### src/rtl/selector_scheduler.sv
// Round-robin slot scheduler for a shared registered 4:1 selector datapath.
// Grants one requester lane at a time for at most HOLD_CYCLES cycles and flags valid datapath samples.
module selector_scheduler #(
  parameter int HOLD_CYCLES = 4,
  parameter int CNT_W       = 8
) (
  input  logic       i_clk,
  input  logic       i_rst,
  input  logic       i_enable,
  input  logic [3:0] i_req,
  output logic [1:0] o_selector,
  output logic [3:0] o_grant,
  output logic       o_busy,
  output logic       o_sample,
  output logic       o_slot_done
);

  localparam logic [0:0]       ST_IDLE    = 1'b0;
  localparam logic [0:0]       ST_GRANT   = 1'b1;
  localparam logic [CNT_W-1:0] CNT_RELOAD = CNT_W'(HOLD_CYCLES - 1);

  // Returns {found, index}: first set request bit scanning ptr, ptr+1, ... modulo 4.
  function automatic logic [2:0] rr_pick(input logic [1:0] ptr, input logic [3:0] req);
    logic [2:0] res;
    logic [1:0] idx;
    res = 3'b000;
    for (int k = 3; k >= 0; k--) begin
      idx = ptr + 2'(k);
      if (req[idx]) res = {1'b1, idx};
    end
    return res;
  endfunction

  logic [0:0]       state, state_nx;
  logic [1:0]       ptr, ptr_nx;
  logic [CNT_W-1:0] cnt, cnt_nx;
  logic [3:0]       grant_nx;
  logic [1:0]       sel_nx;
  logic             done_nx;
  logic             sample_nx;
  logic             rel;
  logic [3:0]       req_masked;
  logic [1:0]       next_ptr;
  logic [2:0]       pick_idle;
  logic [2:0]       pick_rel;

  assign req_masked = i_req & {4{i_enable}};
  // While granting, the selector register always holds the granted index.
  assign next_ptr   = o_selector + 2'd1;
  assign pick_idle  = rr_pick(ptr, req_masked);
  assign pick_rel   = rr_pick(next_ptr, req_masked);

  always_comb begin
    state_nx = state;
    ptr_nx   = ptr;
    cnt_nx   = cnt;
    grant_nx = o_grant;
    sel_nx   = o_selector;
    done_nx  = 1'b0;
    rel      = 1'b0;
    case (state)
      ST_IDLE: begin
        if (pick_idle[2]) begin
          state_nx = ST_GRANT;
          grant_nx = 4'b0001 << pick_idle[1:0];
          sel_nx   = pick_idle[1:0];
          cnt_nx   = CNT_RELOAD;
        end
      end
      ST_GRANT: begin
        rel = (cnt == '0) || !i_req[o_selector];
        if (rel) begin
          ptr_nx  = next_ptr;
          done_nx = 1'b1;
          if (pick_rel[2]) begin
            grant_nx = 4'b0001 << pick_rel[1:0];
            sel_nx   = pick_rel[1:0];
            cnt_nx   = CNT_RELOAD;
          end else begin
            state_nx = ST_IDLE;
            grant_nx = 4'b0000;
            cnt_nx   = '0;
          end
        end else begin
          cnt_nx = cnt - 1'b1;
        end
      end
      default: begin
        state_nx = ST_IDLE;
        grant_nx = 4'b0000;
        cnt_nx   = '0;
      end
    endcase
    // Datapath output lags the selector by one register, so a lane is valid only once held two edges.
    sample_nx = (grant_nx != 4'b0000) && (grant_nx == o_grant);
  end

  always_ff @(posedge i_clk) begin
    if (i_rst) begin
      state       <= ST_IDLE;
      ptr         <= 2'd0;
      cnt         <= '0;
      o_grant     <= 4'b0000;
      o_selector  <= 2'd0;
      o_busy      <= 1'b0;
      o_sample    <= 1'b0;
      o_slot_done <= 1'b0;
    end else begin
      state       <= state_nx;
      ptr         <= ptr_nx;
      cnt         <= cnt_nx;
      o_grant     <= grant_nx;
      o_selector  <= sel_nx;
      o_busy      <= (grant_nx != 4'b0000);
      o_sample    <= sample_nx;
      o_slot_done <= done_nx;
    end
  end

endmodule

### config.mk
export PLATFORM = sky130hd
export DESIGN_NAME = selector_scheduler
export DESIGN_NICKNAME = d
export VERILOG_FILES = /design/src/rtl/selector_scheduler.sv
export SDC_FILE = /design/constraint.sdc
export NUM_CORES = 1
export LEC_CHECK = 0
export CAP_MARGIN = 20
export CORE_MARGIN = 2
export CORE_UTILIZATION = 41
export DETAILED_ROUTE_END_ITERATION = 10
export DONT_BUFFER_PORTS = 1
export PLACE_DENSITY = 0.63
export SLEW_MARGIN = 5
export SYNTH_ARGS = -nofsm -noshare
export SYNTH_HDL_FRONTEND = slang
export SYNTH_SLANG_ARGS = --single-unit
export TNS_END_PERCENT = 5
### constraint.sdc
create_clock -name i_clk -period 6.3 [get_ports i_clk]
set_input_delay 1.26 -clock i_clk [delete_from_list [all_inputs] [get_ports i_clk]]
set_output_delay 1.26 -clock i_clk [all_outputs]
set_load 0.02 [all_outputs]
==> impl_metrics.toml <==
[clocking]
cts_tree = "yes"
worstSkewPairLatency_ns = 0.31
cts_buffers = 3
htreeDepth = 1
clk_pin_slew_ns = 0.11
cts_hold_buffers = 0
clock-sinks = 20
cts_setup_buffers = 0
clk_path_buf_depth = 2
clock-root-buffer = "clkbuf_4"
cts_resized = 0

[power_and_ir_drop]
p_total_mw = 0.365
p_switching_mw = 0.122
seq_power_share = 0.443
clockPowerShare = 0.294
p_int_mw = 0.243
switching_share = 0.334
combPwrFrac = 0.263
power_density_mw_per_mm2 = 245
total_leakage_power_nw = 0.539
peakVddDrop_v = 0.000144

[floorplanning]
die-area_mm2 = 0.00398
coreArea_mm2 = 0.00334
die_h_um = 63.1
start_util = 0.429
die_w_um = 63.1
row_count = 21
ioPinCount = 16

[yosys]
synth_ff_type = "dfxtp_1"
synth_warnings = 0
async_flop_share = 0
syn_inst = 179
yosysMostFrequentCell = "nor2_1"
synth_top_area_share = 0.279
ys_seq_area_frac = 0.279
synth-seq-cells = 20
synth-edff-count = 0
synth_common_cells = "nor2_1, a21oi_1, dfxtp_1"
synth_top_area_cell = "dfxtp_1"
synth_nets = 188
syn_area_per_cell_um2 = 8.00
synthesis.area_mm2 = 0.00143
synthTopCellsByArea = "dfxtp_1, a21oi_1, nor2_1, nand2_1, nand2b_1"
synth_cell_type_count = 53

[worst_setup_path]
crit_start = "i_req[3]"
end_kind = "register"
cp_max_fo = 12
startpoint_type = "input port"
timing_worst_setup_path_type = "in2reg"
r2r_start = "o_selector[0]"
worst_ep_required_time_ns = 6.51
worstPathArrival_ns = 3.01

[sta]
rsz0062_at_grt = "false"
tightestPinTransition_ns = 0.772
hold_viol = 0
skew_ns = 0.0124
setup_viol_count_final = 0
fin_ws_ns = 3.49
layout_min_cycle_time_ns = 2.81
max_slew_margin = 0.480
hold_ws_ns = 0.538
drv_slew = 0
setup_tns_ns = 0
finalCritPeriodShare = 0.445
fmax_ghz = 0.356

[place]
routabilityCongestion = 0.887
placed_cell_area_mm2 = 0.00144
io_buffer_count = 0
dp_cells = 216
post-place-ws_ns = 3.17
dp_hpwl_mm = 2.67

[hold_path]
hold_path.class = "reg2reg"
hp-start = "cnt[6]"

[global_routing]
gr-total-overflow = 0
grt_max_degree = 16
grt_first_pass_wirelength_mm = 6.07
antenna_found_initial = 0
grtUsageTotal = 0.190
first_global_vias = 1298

[detailed_routing]
vias_per_cell = 6.08
wl_mm = 3.59
avgRoutedWirePerCell_um = 16.3
drc = 0
drtAntennaViolNets = 0
initialDrtViolationCount = 57
dr_total_vias = 1338
first_pass_iters = 4

[cells_and_area]
num-nets-final = 184
area_delta_synth_final_pct = 3.93
fillers = 330
antennaDiodeCount = 0
drive_gt1_frac = 0.0805
utilization = 0.446
final_cells = 220
finalInstanceArea_mm2 = 0.00149

[run]
maxCapViolCount = 0

[outcome]
status = "complete, no violations"
==> final timing paths <==
kind,to,depth (start not counted),slack (ns)
worst max-delay path,o_sample,7,3.49
worst min-delay path,cnt[6],1,0.54
worst max register to register,o_sample,7,3.63
worst min register to register,cnt[6],1,0.54
==> sequential cells by signal (all words and copies together), names as in the netlist <==
signal / count
cnt: 8
ptr: 2
o_slot_done: 1
o_selector: 2
o_grant: 4
state: 1
o_sample: 1
o_busy: 1
==> worst max-delay path, stage by stage <==
cell       delay, ns
mux4_2          0.45
a21boi_4        0.20
a2111oi_4       0.32
a221oi_2        0.11
or2_0           0.24
o2111a_1        0.23
and4_1          0.19
==> layout by cell type, fill, tap and decap left out, drive strengths merged, types with 2 or more instances in the layout <==
| master | synthesis | routed |
|---|---|---|
| nor2 | 23 | 23 |
| a21oi | 20 | 20 |
| dfxtp | 20 | 20 |
| nand2 | 16 | 16 |
| inv | 10 | 10 |
| o21ai | 8 | 8 |
| nand2b | 6 | 6 |
| a311oi | 4 | 4 |
| nor3 | 4 | 4 |
| o22ai | 3 | 3 |
| a21o | 3 | 3 |
| and2 | 3 | 3 |
| nor4 | 3 | 3 |
| o31a | 3 | 3 |
| a211oi | 3 | 3 |
| clkbuf | 3 | 3 |
| o211ai | 2 | 2 |
| and3 | 2 | 2 |
| o32ai | 2 | 2 |
| nand3 | 2 | 2 |
| a31oi | 2 | 2 |
| mux2 | 2 | 2 |
| a32oi | 2 | 2 |
| a221oi | 2 | 2 |
| o31ai | 2 | 2 |
| ha | 2 | 2 |
| a21boi | 2 | 2 |
| a2111oi | 2 | 2 |
==> routing by layer <==
layer	part of all wire	wire length [µm]	up-vias	GRT usage
met4	0.011	40	0	0.0611
met3	0.064	230	5	0.0429
li1	-	-	660	-
met1	0.46	1640	637	0.253
met2	0.47	1680	36	0.306
met5	0	0	-	0
==> cells by family (layout without fill, tap and decap cells) <==
logic type / Yosys count / in the layout / share of synthesized area
adders and majority gates: 2 / 2 / 0.0175
DFF: 20 / 20 / 0.279
and+or+nand+nor: 65 / 65 / 0.237
xor gates and xnor gates: 2 / 2 / 0.0122
muxes: 4 / 4 / 0.0384
buffers and inverters: 19 / 14 / 0.0638
AOI/OAI and AO/OA: 67 / 67 / 0.352
==> power groups by stage <==
stage          Combinational, mW  Sequential, mW  Clock (mW)
2_1_floorplan             0.0889           0.157           0
3_3_place_gp              0.0933           0.164           0
3_5_place_dp              0.0953           0.164           0
4_1_cts                   0.0958           0.161       0.108
5_1_grt                    0.107           0.164       0.113
6_report                  0.0959           0.162       0.107
==> cell type report <==
| class | instances | area (µm²) | share of cell area |
|---|---|---|---|
| multi-input cells | 140 | 941 | 0.632 |
| well taps | 46 | 57.6 | 0.0387 |
| flip-flops and latches | 20 | 400 | 0.269 |
| clock buffers | 3 | 22.5 | 0.0151 |
| inverters | 10 | 37.5 | 0.0252 |
| clock inverters | 1 | 30.0 | 0.0202 |
Power figures use the tool's default switching activity.
